<file path="config.mk">
export PLATFORM = sky130hd
export DESIGN_NAME = score_display_mux
export DESIGN_NICKNAME = d
export VERILOG_FILES = /design/src/rtl/score_display_mux.sv
export SDC_FILE = /design/constraint.sdc
export NUM_CORES = 1
export LEC_CHECK = 0
export CORE_ASPECT_RATIO = 1.25
export CORE_UTILIZATION = 44
export DETAILED_ROUTE_END_ITERATION = 10
export GPL_TIMING_DRIVEN = 0
export PLACE_DENSITY_LB_ADDON = 0.1
export SLEW_MARGIN = 0
export SYNTH_ARGS = -nofsm -noshare
export SYNTH_HDL_FRONTEND = slang
export SYNTH_SLANG_ARGS = --single-unit
</file>
<file path="constraint.sdc">
create_clock -name clk -period 10.7 [get_ports clk]
set_input_delay 1.605 -clock clk [delete_from_list [all_inputs] [get_ports clk]]
set_output_delay 1.605 -clock clk [all_outputs]
set_load 0.02 [all_outputs]
</file>
<file path="src/rtl/score_display_mux.sv">
// rtl/score_display_mux.sv - BCD move score with win freeze, best-score memory and muxed 7-segment drive
module score_display_mux #(
   parameter int DIGITS      = 4,
   parameter int REFRESH_DIV = 50000,
   parameter int BLANK_LZ    = 1
) (
   input  logic                  clk,
   input  logic                  rst,
   input  logic                  move,
   input  logic                  win,
   input  logic                  new_game,
   input  logic                  show_best,
   output logic [DIGITS-1:0]     anode,
   output logic [7:0]            cathode,
   output logic [4*DIGITS-1:0]   score_bcd,
   output logic [4*DIGITS-1:0]   best_bcd,
   output logic                  best_valid,
   output logic                  won
);

   localparam int CW = (REFRESH_DIV > 2) ? $clog2(REFRESH_DIV) : 1;
   localparam int IW = (DIGITS > 1) ? $clog2(DIGITS) : 1;

   typedef enum logic {PLAY = 1'b0, WON = 1'b1} state_t;

   state_t                state;
   logic                  move_q, win_q;
   logic                  move_rise, win_rise;
   logic [4*DIGITS-1:0]   score_inc, final_score, src;
   logic                  carry, lz, blank, dp;
   logic [3:0]            nib;
   logic [6:0]            seg;
   logic [7:0]            cath_next;
   logic [CW-1:0]         cnt;
   logic [IW-1:0]         idx;

   // Ripple BCD increment; a carry out of the top digit means all 9s, so hold.
   always_comb begin
      score_inc = score_bcd;
      carry     = 1'b1;
      for (int i = 0; i < DIGITS; i++) begin
         if (carry) begin
            if (score_bcd[4*i +: 4] == 4'd9) begin
               score_inc[4*i +: 4] = 4'd0;
            end else begin
               score_inc[4*i +: 4] = score_bcd[4*i +: 4] + 4'd1;
               carry               = 1'b0;
            end
         end
      end
      if (carry)
         score_inc = score_bcd;
      final_score = move_rise ? score_inc : score_bcd;
   end

   // Rises are registered before use; a new_game in the edge cycle discards them.
   always_ff @(posedge clk or negedge rst) begin
      if (!rst) begin
         state      <= PLAY;
         move_q     <= 1'b0;
         win_q      <= 1'b0;
         move_rise  <= 1'b0;
         win_rise   <= 1'b0;
         score_bcd  <= '0;
         best_bcd   <= '0;
         best_valid <= 1'b0;
         won        <= 1'b0;
      end else begin
         move_q    <= move;
         win_q     <= win;
         move_rise <= move & ~move_q & ~new_game;
         win_rise  <= win & ~win_q & ~new_game;
         if (new_game) begin
            score_bcd <= '0;
            state     <= PLAY;
            won       <= 1'b0;
         end else if (state == PLAY) begin
            if (move_rise)
               score_bcd <= score_inc;
            if (win_rise) begin
               state <= WON;
               won   <= 1'b1;
               if (!best_valid || (final_score < best_bcd)) begin
                  best_bcd   <= final_score;
                  best_valid <= 1'b1;
               end
            end
         end
      end
   end

   always_comb begin
      src = show_best ? best_bcd : score_bcd;
      nib = src[4*int'(idx) +: 4];
      lz  = 1'b1;
      for (int i = 0; i < DIGITS; i++) begin
         if ((i >= int'(idx)) && (src[4*i +: 4] != 4'd0))
            lz = 1'b0;
      end
      blank = (BLANK_LZ != 0) && (idx != '0) && lz;
      dp    = ~((idx == '0) && won && !show_best);
      case (nib)
         4'd0:    seg = 7'h40;
         4'd1:    seg = 7'h79;
         4'd2:    seg = 7'h24;
         4'd3:    seg = 7'h30;
         4'd4:    seg = 7'h19;
         4'd5:    seg = 7'h12;
         4'd6:    seg = 7'h02;
         4'd7:    seg = 7'h78;
         4'd8:    seg = 7'h00;
         4'd9:    seg = 7'h10;
         default: seg = 7'h7F;
      endcase
      if (show_best && !best_valid)
         cath_next = 8'hBF;
      else if (nib > 4'd9)
         cath_next = 8'hFF;
      else if (blank)
         cath_next = {dp, 7'h7F};
      else
         cath_next = {dp, seg};
   end

   always_ff @(posedge clk or negedge rst) begin
      if (!rst) begin
         cnt     <= '0;
         idx     <= '0;
         anode   <= '1;
         cathode <= 8'hFF;
      end else begin
         if (cnt == CW'(REFRESH_DIV - 1)) begin
            cnt <= '0;
            idx <= (idx == IW'(DIGITS - 1)) ? '0 : idx + IW'(1);
         end else begin
            cnt <= cnt + CW'(1);
         end
         anode   <= ~(DIGITS'(1) << idx);
         cathode <= cath_next;
      end
   end

endmodule
</file>
==> flow_metrics.tcl <==
set metrics [dict create \
    r2r-end "best_bcd[12]" \
    grt_max_degree 70 \
    yosysMostFrequentCell "dfrtp_1" \
    crit_path_top_delay_cell "nor4b_2" \
    rr_startpoint "score_bcd[0]" \
    syn_avg_cell_area_um2 10.4 \
    multi_input_area_um2 2230 \
    clk_latency_ps 340 \
    routed_wl_um 10300 \
    synthXorXnorAreaFrac_pct 3.99 \
    fp.dieW_um 89.0 \
    synth_top_cell_by_area "dfrtp_1" \
    ioPinCount 52 \
    overflow 0 \
    placedInstanceArea_um2 4830 \
    synth.distinct_cells 58 \
    syn_inst 402 \
    rsz0062_at_grt "false" \
    yosysSeqAreaShare_pct 41.8 \
    clk_path_buf_depth 2 \
    synth.area.top_cells "dfrtp_1, ha_1, dfstp_2, nor2_1, mux2_4" \
    dr_wl_met3_um 457 \
    setup_violations 0 \
    internal_power_w 0.000546 \
    synth_top_family_by_area "simple AND/OR/NAND/NOR gates" \
    root_buffer "clkbuf_16" \
    p_sw_share_pct 26.8 \
    required_ps 10920 \
    cts-htree-levels 3 \
    cts-buffers-inserted 9 \
    drt_iter0_markers 184 \
    synthMuxAreaShare_pct 11.3 \
    fp.dieH_um 111 \
    placementRows 39 \
    viasPerCell 5.58 \
    dp_cells 576 \
    min_period_over_period_pct 38.2 \
    core_um2 9170 \
    cp.arrival_ps 4310 \
    synthAdderAreaFrac_pct 10.2 \
    status "completed" \
    fin_nets 504 \
    yosysWarningCount 0 \
    irDropWorstVdd_mv 0.0925 \
    power_w 0.000746 \
    synth_top_area_share_pct 34.2 \
    synth-edff-count 0 \
    synthSimpleGateAreaFrac_pct 16.3 \
    hold_viol_final 0 \
    fin_skew_ps 7.08 \
    wl_per_cell_um 17.3 \
    grt_pass1_vias 3198 \
    seqPwrFrac_pct 39.3 \
    p_clk_share_pct 43.9 \
    cts_setup_buffers 0 \
    syn_nets 442 \
    synth_compound_area_share_pct 11.6 \
    area_growth_pct 23.7 \
    netlist_top_cells_count "dfrtp_1, nor2_1, inv_1, ha_1, nand2_1" \
    startpoint_type "flop" \
    drc 0 \
    r2r_cells 12 \
    p_switching_w 0.000200 \
    area.sequential_um2 1740 \
    syn-cell-area_um2 4170 \
    top_layer "met4" \
    route.met2.wl_um 4910 \
    worstMarginPinSlew_ps 876 \
    cts-resized-gates 0 \
    hpwl_um 7540 \
    end_kind "flop" \
    grt_pass1_wl_um 17000 \
    hold_path.class "flop to flop" \
    design_area_um2 5150 \
    ctsHoldBuffers 0 \
    fin_crit_ps 4090 \
    clk_pin_slew_ps 60 \
    cpMostUsedCell "ha_1" \
    path_cells "ha_1, nand4b_1, nor4b_2, xor2_1, ha_1, o21ai_0, a211oi_1, nor4_1, o311ai_1, a31oi_4, buf_12, mux2_4" \
    ys.flop_type "dfrtp_1" \
    initial_core_util_pct 45.4 \
    firstDrtPassIters 4 \
    powerDensity_nw_per_um2 145 \
    numPortBuffers 51 \
    cts_tree "built" \
    crit_start "score_bcd[0]" \
    slew_violations 0 \
    finalWeightedCongestion 0.858 \
    async_reset_ff_share_pct 100 \
    fin_tns_setup_ps 0 \
    rrSetupSlack_ps 6610 \
    synth_seq_cells 69 \
    worstSetupEndpoint "best_bcd[12]" \
    cellLeakagePower_nw 2.28 \
    layout-drive-gt1-share_pct 14.7 \
    grt_usage_pct 23.2 \
    critical_path.max_fanout 10 \
    pwr-share-comb_pct 16.8 \
    cap_violations 0 \
    dieArea_um2 9860 \
    vias 3306 \
    antenna_cells 0 \
    critPathMaxStageDelay_ps 650 \
    relSlewSlack_pct 41.6 \
    stdcell_count 592 \
    cts_sinks 69 \
    n_fill_cell 859 \
    ant_nets 0 \
    antenna_found_initial 0 \
    wl_met1_um 4570 \
    crit_type "flop to flop" \
    fmax_ghz 0.244 \
]
==> layout by cell type (no fill, tap or decap), types with 6 or more instances in the layout <==
cell type	n
mux2_2	9
nand2_1	31
mux4_2	6
ha_1	34
nor4_1	7
nor3_1	6
a21oi_1	15
mux2_4	9
nor2_1	40
mux2i_1	10
nand3_1	16
inv_1	35
xor2_1	13
o21ai_0	24
xnor2_1	6
clkdlybuf4s50_1	50
clkbuf_16	9
dfrtp_1	57
dfstp_2	12
a211oi_1	6
==> registers in the layout, summed over array words and instances, names as in the netlist <==
name and flops:
anode 4, cnt 16, best_valid 1, best_bcd 16, cathode 8, win_q 1, win_rise 1, score_bcd 16
won 1, state 1, move_q 1, move_rise 1, idx 2
==> worst max-delay path, delay by kind of cell, from the launching register on <==
kind / cells / cell delay, ps
muxes: 1 / 300
AOI/OAI and AO/OA: 4 / 830
and+or+nand+nor: 3 / 1250
DFF: 1 / 530
adders and majority gates: 2 / 560
buffers and inverters: 1 / 210
xor gates and xnor gates: 1 / 280
==> layer usage <==
metal	track usage [%]	vias to the layer above
met2	35.2	94
met3	4.91	26
met4	10.1	0
li1	-	1553
met1	31.8	1633
met5	0	-
==> kinds of logic after synthesis <==
logic type	after synthesis
AOI/OAI and AO/OA	68
xor gates and xnor gates	19
adders and majority gates	34
buffers and inverters	45
DFF	69
muxes	34
and+or+nand+nor	133
==> how the worst min path moves through the flow <==
stage           start        end  slack (ps)  cells after the start
5_1_grt         win_q   win_rise         410                      1
3_3_place_gp   move_q  move_rise         390                      1
3_5_place_dp    win_q   win_rise         390                      1
2_1_floorplan  move_q  move_rise         380                      1
4_1_cts         win_q   win_rise         400                      1
6_report        win_q   win_rise         400                      1
==> power groups by stage <==
stage	registers, W	clock network, W	logic [W]
3_5_place_dp	0.000298	0	0.000125
5_1_grt	0.000295	0.000345	0.000138
4_1_cts	0.000293	0.000331	0.000126
2_1_floorplan	0.000311	0	0.0000595
3_3_place_gp	0.000298	0	0.000124
6_report	0.000293	0.000327	0.000126
==> final cells by class <==
type	count	share of cell area (%)
Clock inverter	5	1.60
Inverter	35	2.55
Sequential cell	69	33.8
Buffer	10	1.26
Multi-Input combinational cell	288	43.2
Clock buffer	11	4.71
Timing Repair Buffer	51	9.86
Tap cell	123	2.99
==> through the flow <==
step / util, % / hold slack (ps) / setup WS (ps)
after floorplan: - / 382 / 7190
after global placement: 52.7 / 389 / 5720
after detailed placement: 52.6 / 392 / 6520
after CTS: 56.2 / 400 / 6600
after global routing: 56.2 / 412 / 6200
final: 56.2 / 399 / 6610
Note: power is estimated with default switching activity, not from simulation.
==> variant (same flow settings) <==
`DIGITS`: 4 -> 2.
--- a/src/rtl/score_display_mux.sv
+++ b/src/rtl/score_display_mux.sv
@@ -1,6 +1,6 @@
 // rtl/score_display_mux.sv - BCD move score with win freeze, best-score memory and muxed 7-segment drive
 module score_display_mux #(
-   parameter int DIGITS      = 4,
+   parameter int DIGITS      = 2,
    parameter int REFRESH_DIV = 50000,
    parameter int BLANK_LZ    = 1
 ) (
Ports: changed (resized anode, best_bcd and score_bcd); port bits go from 52 to 34. No check against the original RTL was run, so the function may have changed too.
==> variant against the original RTL <==
  * Total power is 39% lower
  * Final area is 36% lower
  * Combinational power is 6% lower
  * Global-route usage is 4.9 points lower
  * Fmax is 26% higher
  * Routed wire length is 47% lower
  * Sequential cell count is 19 lower
  * Worst setup slack better by 850 ps
  * Count of clock-buffer cells in the layout is 5 lower
  * Synthesized area is 34% lower
  * Largest cell class unchanged
  * Highest routed layer unchanged
==> variant: results <==
[clock_tree]
h-tree-depth = 2
clock_latency_ps = 310
cts_buffers = 5
clock-root-buffer = "clkbuf_8"
path_clk_slew_ps = 90
cts_resized = 0
cts_buffer_depth = 2

[synth]
syn_nets = 275
synthTopCellsByArea = "dfrtp_1 (37%), dfstp_2 (9.6%), ha_1 (7.8%), mux2_2 (4.1%), nor2_1 (4.0%)"
synth_common_cells = "dfrtp_1 (40), nor2_1 (29), inv_1 (20)"
ys_seq_area_frac = 0.461
async_reset_ff_frac = 1.00
netlist.area_leader.share = 0.365
yosysUniqueCellTypes = 52

[detailed_routing]
met2_length_um = 2770
wl_met1_um = 2420
wire_per_inst_um = 14.5
wl_met3_um = 157
avgViaCountPerCell = 5.09
drt-initial-drc-count = 51

[grt]
grt_pass1_wl_um = 9260
grt_util_all_layers = 0.183
grt_pass1_vias = 1897
antenna_found_initial = 0
grt_max_degree = 28

[placement]
dpl_cell_area_sq_um = 3180
place_ws_ps = 7360
gp_congestion = 0.766
dp_hpwl_um = 4100
io_buffers = 32

[power_and_ir_drop]
leakagePower_nw = 1.49
power_switching_w = 0.000137
vdd_drop_max_uv = 74.8

[timing]
fin_skew_ps = 5.55
worst_pin_slew_ps = 549

[worst_hold_path]
hold_end = "win_rise$_DFF_PN0_"

[worst_setup_path]
arrival_ps = 3440
worstPathMaxFanout = 8
r2r_setup_slack_ps = 7460
r2r_start = "score_bcd[1]$_DFFE_PN0P_"
r2r_end = "best_bcd[6]$_DFFE_PN0P_"
reg2regPathDepth = 11

[finish]
fill_cells = 535
layout.nets = 315
top_register = "cnt"
layout-drive-gt1-share = 0.167

[run_status]
status = "finished clean"
-- variant: kinds of logic (layout without fill, tap and decap cells) --
family / count (synthesis) / after routing / share of synthesized area
xor gates and xnor gates: 19 / 19 / 0.0608
and+or+nand+nor: 86 / 86 / 0.170
buffers and inverters: 26 / 67 / 0.0388
adders and majority gates: 17 / 17 / 0.0777
DFF: 50 / 50 / 0.461
muxes: 19 / 19 / 0.0923
AOI/OAI and AO/OA: 35 / 35 / 0.0991
-- variant: worst max-delay path, cell delays in order (launching register included) --
cell and delay [ps]:
dfrtp_1 440, inv_1 150, ha_1 190, and3b_4 250
nand3_1 130, o21ai_0 380, ha_1 330, a21oi_1 130
o21ai_0 140, a2111oi_2 460, a22oi_4 220, mux2_2 310
-- variant: worst max path at each step --
stage	depth (start not counted)	slack, ps	startpoint	to
floorplan	8	7680	show_best	cathode[0]$_DFF_PN1_
global placement	1	6590	rst	cnt[10]$_DFF_PN0_
detailed placement	6	7360	new_game	best_bcd[1]$_DFFE_PN0P_
CTS	10	7450	score_bcd[0]$_DFFE_PN0P_	best_bcd[6]$_DFFE_PN0P_
global route	10	7200	score_bcd[0]$_DFFE_PN0P_	best_bcd[4]$_DFFE_PN0P_
finish	11	7460	score_bcd[1]$_DFFE_PN0P_	best_bcd[6]$_DFFE_PN0P_
-- variant: layer usage --
metal	global-route usage	vias to the layer above
li1	-	953
met1	0.240	914
met2	0.307	35
met3	0.0314	5
met4	0.0539	0
met5	0	-
-- variant: stage by stage --
step           std cells  hold slack [ps]
2_1_floorplan        252              382
3_3_place_gp         366              387
3_5_place_dp         367              390
4_1_cts              375              404
5_1_grt              375              426
6_report             375              405
-- variant: cell type report --
cell class / instances / area, sq um / area share
sequential: 50 / 1260 / 0.386
multi-input combinational: 176 / 1370 / 0.418
timing repair buffer: 33 / 335 / 0.102
inverter: 21 / 78.8 / 0.0241
clock inverter: 2 / 15.0 / 0.00459
tap: 82 / 103 / 0.0313
clock buffer: 6 / 82.6 / 0.0252
buffer: 5 / 27.5 / 0.00841
-- variant: power groups by stage --
stage | clock (W) | combinational, W | sequential (W)
after floorplan | 0 | 0.0000578 | 0.000238
after global placement | 0 | 0.000118 | 0.000222
after detailed placement | 0 | 0.000120 | 0.000222
after CTS | 0.000124 | 0.000121 | 0.000219
after global routing | 0.000129 | 0.000130 | 0.000220
final | 0.000119 | 0.000119 | 0.000218
